===== config.mk =====
export PLATFORM = sky130hd
export DESIGN_NAME = codec_config_sequencer
export DESIGN_NICKNAME = d
export VERILOG_FILES = /design/src/rtl/codec_config_sequencer.sv
export SDC_FILE = /design/constraint.sdc
export NUM_CORES = 1
export LEC_CHECK = 0
export ABC_AREA = 1
export CORE_ASPECT_RATIO = 0.6
export CORE_MARGIN = 5
export CORE_UTILIZATION = 36
export CTS_CLUSTER_SIZE = 14
export DETAILED_ROUTE_END_ITERATION = 12
export GPL_TIMING_DRIVEN = 0
export SLEW_MARGIN = 25
export SYNTH_ARGS = -nofsm -noshare
export SYNTH_HDL_FRONTEND = slang
export SYNTH_SLANG_ARGS = --single-unit

===== constraint.sdc =====
create_clock -name i_clk -period 2.7 [get_ports i_clk]
set_input_delay 0.27 -clock i_clk [delete_from_list [all_inputs] [get_ports i_clk]]
set_output_delay 0.27 -clock i_clk [all_outputs]
set_load 0.01 [all_outputs]

===== src/rtl/codec_config_sequencer.sv =====
// codec_config_sequencer: walks the WM8731 register table, issuing one 24-bit I2C write per entry.
// Ports:
//   i_clk         50 MHz system clock
//   i_swt         asynchronous active-low reset
//   i_start       begin (re)configuration; only honoured in IDLE, DONE, ERROR
//   i_i2c_end     one-cycle completion pulse from the I2C byte engine
//   i_i2c_nack    valid with i_i2c_end; 1 = a byte was not acknowledged
//   o_i2c_data    {DEV_ADDR, reg[6:0], val[8:0]}, held from go until end
//   o_i2c_go      one-cycle write request
//   o_busy        high outside IDLE, DONE, ERROR
//   o_config_done table written successfully
//   o_config_err  an entry exhausted its retries
//   o_cur_index   table entry in progress (last attempted in ERROR)
module codec_config_sequencer #(
    parameter logic [7:0] DEV_ADDR    = 8'h34,
    parameter int         NUM_REGS    = 10,
    parameter int         MAX_RETRY   = 3,
    parameter int         PWRUP_CYC   = 50000,
    parameter int         GAP_CYC     = 2500,
    parameter int         TIMEOUT_CYC = 200000
) (
    input  logic        i_clk,
    input  logic        i_swt,
    input  logic        i_start,
    input  logic        i_i2c_end,
    input  logic        i_i2c_nack,
    output logic [23:0] o_i2c_data,
    output logic        o_i2c_go,
    output logic        o_busy,
    output logic        o_config_done,
    output logic        o_config_err,
    output logic [3:0]  o_cur_index
);
    localparam int CNT_TOP = (PWRUP_CYC > TIMEOUT_CYC)
        ? ((PWRUP_CYC > GAP_CYC) ? PWRUP_CYC : GAP_CYC)
        : ((TIMEOUT_CYC > GAP_CYC) ? TIMEOUT_CYC : GAP_CYC);
    localparam int CW = $clog2(CNT_TOP + 1);
    localparam int RW = $clog2(MAX_RETRY + 1);
    localparam logic [CW-1:0] CNT_MAX   = CW'(CNT_TOP);
    localparam logic [CW-1:0] PWRUP_END = CW'(PWRUP_CYC - 1);
    localparam logic [CW-1:0] GAP_END   = CW'(GAP_CYC - 1);
    // The ISSUE cycle counts toward the timeout, so WAIT gives up one cycle early.
    localparam logic [CW-1:0] WAIT_END  = CW'(TIMEOUT_CYC - 2);
    localparam logic [RW-1:0] RETRY_MAX = RW'(MAX_RETRY);
    localparam logic [3:0]    LAST_IDX  = 4'(NUM_REGS - 1);
    // {reg[6:0], val[8:0]}; entry 9 (activate) must stay last.
    localparam logic [15:0] TBL [16] = '{
        {7'd15, 9'h000}, {7'd0, 9'h017}, {7'd1, 9'h017}, {7'd2, 9'h079},
        {7'd3,  9'h079}, {7'd4, 9'h012}, {7'd5, 9'h000}, {7'd6, 9'h000},
        {7'd7,  9'h042}, {7'd9, 9'h001}, 16'h0, 16'h0,
        16'h0, 16'h0, 16'h0, 16'h0
    };

    typedef enum logic [2:0] {
        S_IDLE, S_PWRUP, S_ISSUE, S_WAIT, S_RETRY, S_GAP, S_DONE, S_ERROR
    } state_t;

    state_t         r_state, w_next;
    logic [CW-1:0]  r_cnt;
    logic [3:0]     r_index, w_index;
    logic [RW-1:0]  r_retry, w_retry;
    logic           r_ok, w_ok;

    always_comb begin
        w_next  = r_state;
        w_index = r_index;
        w_retry = r_retry;
        w_ok    = r_ok;
        case (r_state)
            S_IDLE, S_DONE, S_ERROR: if (i_start) begin
                w_next  = S_PWRUP;
                w_index = '0;
                w_retry = '0;
                w_ok    = 1'b0;
            end
            S_PWRUP: w_next = (r_cnt == PWRUP_END) ? S_ISSUE : S_PWRUP;
            S_ISSUE: w_next = S_WAIT;
            S_WAIT: if (i_i2c_end && !i_i2c_nack) begin
                w_next  = S_GAP;
                w_retry = '0;
                w_ok    = 1'b1;
            end else if (i_i2c_end || r_cnt == WAIT_END) begin
                w_next  = S_RETRY;
            end
            S_RETRY: if (r_retry < RETRY_MAX) begin
                w_next  = S_GAP;
                w_retry = r_retry + 1'b1;
                w_ok    = 1'b0;
            end else begin
                w_next  = S_ERROR;
            end
            // A failed write re-issues the same index after the gap.
            S_GAP: if (r_cnt == GAP_END) begin
                w_next  = (r_ok && r_index == LAST_IDX) ? S_DONE : S_ISSUE;
                w_index = (r_ok && r_index != LAST_IDX) ? r_index + 4'd1 : r_index;
            end
            default: w_next = S_IDLE;
        endcase
    end

    // One shared counter: restarts on every state change, saturates otherwise.
    always_ff @(posedge i_clk or negedge i_swt) begin
        if (!i_swt) begin
            r_state <= S_IDLE;
            r_cnt   <= '0;
            r_index <= '0;
            r_retry <= '0;
            r_ok    <= 1'b0;
        end else begin
            r_state <= w_next;
            r_cnt   <= (w_next != r_state) ? '0 : (r_cnt == CNT_MAX) ? r_cnt : r_cnt + 1'b1;
            r_index <= w_index;
            r_retry <= w_retry;
            r_ok    <= w_ok;
        end
    end

    assign o_i2c_go      = r_state == S_ISSUE;
    assign o_i2c_data    = (r_state == S_ISSUE || r_state == S_WAIT) ? {DEV_ADDR, TBL[r_index]} : 24'h0;
    assign o_busy        = !(r_state == S_IDLE || r_state == S_DONE || r_state == S_ERROR);
    assign o_config_done = r_state == S_DONE;
    assign o_config_err  = r_state == S_ERROR;
    assign o_cur_index   = r_index;
endmodule


==> metrics.txt, run 1 <==
status finished clean; clock buffer depth 2; Slew @ Worst Pin 624 ps; Setup crit start kind register; RSZ-0062 raised after global routing false; Finished Core Util 0.454; crit path to o_i2c_data[11]; first-pass GRT wire length 8680 µm; CP max stage delay 580 ps; Post-Route Setup TNS 0 ps; synthesized cell area 0.00209 mm²; Avg WL per Cell 13.1 µm; register bit total from synthesis 28; post-synthesis sequential area ratio 0.335; Slew headroom 0.584; Comb pwr share 0.490; DRT Pass-1 Iters 5; footprint of the multi-input gates 0.00117 mm²; Post-synth EDFFs 0; Min-Delay Path Class primary input to asynchronous set/reset pin; sequential power share 0.348; Worst R2R Start r_cnt[1]; register area 701 µm²; DR vias/cell 4.69; fraction of registers with async set/reset 1.00; Fillers 566; ANT nets after route 0; final net count 335; Final GP Congestion 0.840; number of global-route vias before repair 1618; endpoints failing setup 0; H-tree Lvls 1; crit path cell chain inv_2, nor2_4, inv_4, nor2_2, inv_1, o32ai_1, clkdlybuf4s50_1; core footprint 0.00560 mm²; Achievable Freq 391 MHz; Synth Instances 281; VDD IR max 0.485 mV; synth top area cells dfrtp_1 33%, nand2_1 9.5%, nor2_1 7.0%; Worst Setup End Kind output port; largest net degree at the start of global routing 29; sw frac 0.444; row count 21; Netlist cell types 34; Initial Utilization 0.374; clock root buffer clkbuf_8; CTS Sinks 28; fin crit share 0.947; vias 1877; DRC viols 0; gr usage total 0.146; critical path data required time 2430 ps; switching power 0.000719 W; Cell Int Power 0.000901 W; synth warn 0; layout cells sized above 1 0.156; Worst-path clk slew 100 ps; dpl hpwl 4200 µm; number of DRC markers in iteration 0 175; area delta synth->final 21.3%; Setup CP Type register to output port; Synth top area share 0.335; # diodes 0; crit path max-delay cell type clkdlybuf4s50_1; TritonCTS buffer count 3; Cell Pwr Density 638 mW/mm²; Die Area 0.00749 mm²; I/O pin total 37; Hold Vio Cnt, Final 0; crit path launch r_state[1]; syn avg cell area 7.45 µm²; Setup Buffers After CTS 0; worst reg2reg endpoint r_cnt[14]; Max Cap Viol 0; initial antenna violation count 0; TritonCTS clock tree yes; # port buffers 26; Leak Pwr 1.15 nW; R2R setup slack 690 ps; Total Wirelength 5240 µm; post-route minimum period 2560 ps; Worst-Skew Late Latency 280 ps; CP Data Arrival Time 2290 ps; Primary FF master, synth dfrtp_1; height of the die 69.1 µm; largest area contributor in the netlist dfrtp_1; worst r2r path cells 7; grt ovf 0; max-slew violations 0; clock share of power 0.162; clk_skew 8.07 ps; Worst Path Max Fanout 8; hold_ws 0.678 ps; Die Width 108 µm
[per-layer routing]
| layer | global-route usage | routed length (µm) | share of wire | vias up |
|---|---|---|---|---|
| met5 | 0 | 0 | 0 | - |
| met4 | 0.0266 | 41 | 0.0078 | 0 |
| met3 | 0.0280 | 378 | 0.072 | 5 |
| li1 | - | - | - | 955 |
| met2 | 0.165 | 1830 | 0.35 | 69 |
| met1 | 0.262 | 2990 | 0.57 | 848 |
[cell usage in the layout, fill, tap and decap left out, types with 2 or more instances in the layout]
cell,Yosys,final
nor3_1,6,6
nor2_2,13,14
inv_2,3,3
nor2_1,39,38
or2_2,2,2
xnor2_1,2,2
o31ai_1,2,2
nand4_1,6,6
ha_1,9,9
buf_4,13,13
xor2_1,14,14
nor2_4,3,3
nand2_1,53,53
nand2_2,3,3
clkdlybuf4s50_1,0,25
inv_1,31,31
nand3_1,18,18
a21oi_1,5,5
a31oi_1,4,4
o21ai_0,13,13
dfrtp_1,28,28
clkbuf_8,0,4
conb_1,1,10
[kinds of logic after synthesis]
group | count (synthesis) | synth area share
AO/OA/AOI/OAI | 28 | 0.0789
XOR/XNOR | 16 | 0.0669
adder cells (fa/ha/maj) | 9 | 0.0538
buffers and inverters | 50 | 0.122
flip-flops | 28 | 0.335
other | 1 | 0.00179
AND/OR/NAND/NOR | 149 | 0.342
[how the worst min path moves through the flow]
| stage | start | endpoint | slack, ps | cells after the start |
|---|---|---|---|---|
| global route | i_swt | r_cnt[9] | 50 | 1 |
| global placement | r_retry[1] | r_retry[1] | 510 | 2 |
| detailed placement | i_swt | r_cnt[10] | 330 | 1 |
| finish | i_swt | r_cnt[1] | 0.7 | 1 |
| floorplan | i_swt | o_cur_index[0] | -30 | 0 |
| CTS | i_swt | r_cnt[16] | 20 | 1 |
[flip-flops by register name, indices dropped and copies added (netlist names)]
| name | count |
|---|---|
| r_cnt | 18 |
| o_cur_index | 4 |
| r_state | 3 |
| r_retry | 2 |
| r_ok | 1 |
[worst max-delay path, delay by kind of cell, from the launching register on]
kind	cells	cell delay, ps
AOI/OAI and AO/OA	1	240
and+or+nand+nor	2	420
buffers and inverters	4	900
DFF	1	440
[what timing repair did]
item | CTS | global route
resized for setup | 0 | 1
endpoints found under the setup margin | 0 | 4
hold endpoints to repair | 0 | 0
hold buffers | 0 | 0
[cell usage after synthesis (2+ instances only)]
cell type  count
nor3_1         6
nor2_2        13
inv_1         31
ha_1           9
nand2_1       53
nor2_4         3
nor2_1        39
dfrtp_1       28
inv_2          3
a31oi_1        4
o21ai_0       13
nand4_1        6
o31ai_1        2
nand3_1       18
xnor2_1        2
a21oi_1        5
xor2_1        14
or2_2          2
buf_4         13
nand2_2        3
[power groups by stage]
stage               clock [W]  sequential [W]  combinational [W]
finish               0.000262        0.000565           0.000794
global route         0.000295        0.000576           0.000884
CTS                  0.000274        0.000562           0.000790
detailed placement          0        0.000571           0.000786
global placement            0        0.000570           0.000782
floorplan                   0        0.000553           0.000573
[final cells by class]
cell class | count | area share
Clock buffer | 4 | 0.0217
Tap cell | 80 | 0.0394
Multi-Input combinational cell | 212 | 0.462
Sequential cell | 28 | 0.276
Inverter | 35 | 0.0527
Buffer | 15 | 0.0478
Timing Repair Buffer | 26 | 0.100
[per-stage QoR]
| step | setup WS (ps) | total power (W) | instances | cell area, µm² |
|---|---|---|---|---|
| floorplan | 1030 | 0.00113 | 290 | 2130 |
| CTS | 64.3 | 0.00163 | 400 | 2540 |
| finish | 144 | 0.00162 | 400 | 2540 |
| global placement | 421 | 0.00135 | 396 | 2490 |
| detailed placement | 383 | 0.00136 | 396 | 2480 |
| global route | 10.5 | 0.00176 | 400 | 2540 |
(Power assumes the default switching activity.)
==> inputs of run 2 (changes only) <==
--- a/config.mk
+++ b/config.mk
@@ -7,11 +7,11 @@
 export LEC_CHECK = 0
 export ABC_AREA = 1
 export CORE_ASPECT_RATIO = 0.6
-export CORE_MARGIN = 5
 export CORE_UTILIZATION = 36
 export CTS_CLUSTER_SIZE = 14
 export DETAILED_ROUTE_END_ITERATION = 12
 export GPL_TIMING_DRIVEN = 0
+export SETUP_SLACK_MARGIN = 0.3
 export SLEW_MARGIN = 25
 export SYNTH_ARGS = -nofsm -noshare
 export SYNTH_HDL_FRONTEND = slang
==> constraint.sdc (replaced) <==
create_clock -name i_clk -period 2.7 [get_ports i_clk]
set_input_delay 0.54 -clock i_clk [delete_from_list [all_inputs] [get_ports i_clk]]
set_output_delay 0.54 -clock i_clk [all_outputs]
set_load 0.01 [all_outputs]
==> run 2 against run 1 <==
Effect of this change: flip-flop and latch count did not move; clock power is 26% higher; clock-buffer cell count shrank 1; critical path depth shrank 1; core utilization grew 1.2 points; first-iteration DRC count down 8.6%; worst setup slack better by 260 ps; non-clock buffer count up 4; critical path type unchanged; largest cell class unchanged.
==> metrics.txt, run 2 (synthesis gave the netlist of run 1 again) <==
status finished clean; sw frac 0.423 (-0.0215); Die Width 100 µm (-7.4%); crit path to o_i2c_data[5]; final net count 339 (+1.2%); Initial Utilization 0.374 (unchanged); H-tree Lvls 1 (unchanged); crit path cell chain ha_1, or2_2, nand2_2, nor2_2, buf_4, dlygate4sd2_1; row count 21 (unchanged); Cell Pwr Density 659 mW/mm² (+3.4%); Achievable Freq 436 MHz (+12%); post-route minimum period 2290 ps (-265 ps); commonest non-fill, non-tap cell in the layout nand2_1; Worst Path Max Fanout 3 (-5); initial antenna violation count 0 (unchanged); most frequent cells in the layout 52 x nand2_1, 37 x nor2_1, 29 x inv_1, 24 x dfrtp_1, 18 x nand3_1; # port buffers 26 (unchanged); DRC viols 0 (unchanged); Finished Core Util 0.466 (+0.0118); critical path data required time 2160 ps (-270 ps); height of the die 61.1 µm (-12%); R2R setup slack 750 ps (+60 ps); Min-Delay Path Class primary input to asynchronous set/reset pin; Post-Route Setup TNS 0 ps (unchanged); area delta synth->final 24.5%; grt ovf 0 (unchanged); TritonCTS buffer count 3 (unchanged); Worst-path clk slew 90 ps (about the same); CTS Sinks 28 (unchanged); fin crit share 0.849 (-0.0980); max FFs per register 18 (unchanged); CP max stage delay 450 ps (-130 ps); number of DRC markers in iteration 0 160 (-8.6%); DRT Pass-1 Iters 4 (-1); Avg WL per Cell 12.5 µm (-4.3%); number of global-route vias before repair 1572 (-2.8%); switching power 0.000726 W (+0.93%); hold_ws 272 ps (+272 ps); TritonCTS clock tree yes; Worst-Skew Late Latency 270 ps (about the same); gr usage total 0.175 (+0.0294); dpl hpwl 4030 µm (-4.1%); crit path launch o_cur_index[0]; clock root buffer clkbuf_8; largest net degree at the start of global routing 29 (unchanged); Max Cap Viol 0 (unchanged); hold_buf cts 0 (unchanged); largest reg by FF count r_cnt; Total Wirelength 5070 µm (-3.4%); DR vias/cell 4.66 (-0.73%); core footprint 0.00560 mm² (unchanged); CP Data Arrival Time 1750 ps (-540 ps); I/O pin total 37 (unchanged); ANT nets after route 0 (unchanged); worst reg2reg endpoint r_cnt[4]; first-pass GRT wire length 8110 µm (-6.6%); max-slew violations 0 (unchanged); Setup CP Type register to output port; Worst Setup End Kind output port; Comb pwr share 0.480 (-0.010); Slew headroom 0.583 (-0.00158); clock share of power 0.192 (+0.030); layout cells sized above 1 0.198 (+0.0413); Cell Int Power 0.000992 W (+10%); critical path's top delay family flip-flops; Hold Vio Cnt, Final 0 (unchanged); Worst Path Buf+Inv 2 (-2); crit path setup slack, layout 409 ps (+265 ps); Final Power 0.00172 W (+6.1%); # diodes 0 (unchanged); Critical Path Stages 6 (-1); crit path max-delay cell type dfrtp_2; Worst R2R Start r_state[1]; clock buffer depth 2 (unchanged); Leak Pwr 1.27 nW (+10%); worst r2r path cells 9 (+2); endpoints failing setup 0 (unchanged); Die Area 0.00613 mm² (-18%); clk_skew 2.38 ps (-5.70 ps); Final GP Congestion 0.856 (+1.8%); Slew @ Worst Pin 626 ps (+2.37 ps); RSZ-0062 raised after global routing false; Post-Place Setup Slack 140 ps (-243 ps); vias 1882 (+0.27%); sequential power share 0.328 (-0.020); VDD IR max 0.340 mV (-30%); Setup crit start kind register
-- run 2: changes by cell type in the layout (fill, tap and decap cells not counted), moves of 2 or more --
cell             previous run  this run
dlygate4sd2_1               0         7
buf_4                      13        17
inv_1                      31        29
dfrtp_2                     0         4
dlymetal6s2s_1              0         3
dfrtp_1                    28        24
clkdlybuf4s50_1            25        14
-- run 2: area by class of cell --
class                           count  area [µm²]
Fill cell                         559        2990
Multi-Input combinational cell    212        1190
Sequential cell                    28         706
Timing Repair Buffer               30         284
Inverter                           35         136
Buffer                             15         123
Tap cell                           80         100
Clock buffer                        3        41.3
Clock inverter                      1        30.0
-- run 2: worst min-delay path by stage --
stage / start / endpoint / slack [ps] / cells after the start
floorplan: i_swt / o_cur_index[0] / 240 / 0
finish: i_swt / r_cnt[13] / 270 / 1
global placement: r_retry[1] / r_retry[1] / 490 / 2
global route: i_swt / r_cnt[2] / 320 / 1
CTS: i_swt / r_cnt[13] / 290 / 1
detailed placement: r_retry[1] / r_retry[1] / 490 / 2
-- run 2: stage by stage --
stage          instances  area [µm²]
2_1_floorplan        290        2130
3_3_place_gp         396        2490
3_5_place_dp         396        2480
4_1_cts              404        2590
5_1_grt              404        2610
6_report             404        2610
-- run 2: repair_timing --
action / in CTS / in global routing
setup buffers: 4 / 0
gates cloned: 0 / 0
endpoints found under the setup margin: 11 / 5
pin swaps: 3 / 0
gates resized for setup: 20 / 5
-- run 2: layer usage --
layer	track usage	wire length (µm)	up-vias
met3	0.0284	354	2
met2	0.225	1860	50
met5	0	0	-
li1	-	-	968
met1	0.300	2840	862
met4	0.0186	10	0
-- run 2: power groups by stage --
| stage | Clock [W] | Sequential, W | Combinational [W] |
|---|---|---|---|
| floorplan | 0 | 0.000553 | 0.000573 |
| global placement | 0 | 0.000571 | 0.000784 |
| detailed placement | 0 | 0.000571 | 0.000784 |
| CTS | 0.000342 | 0.000562 | 0.000819 |
| global route | 0.000359 | 0.000575 | 0.000914 |
| finish | 0.000330 | 0.000563 | 0.000826 |
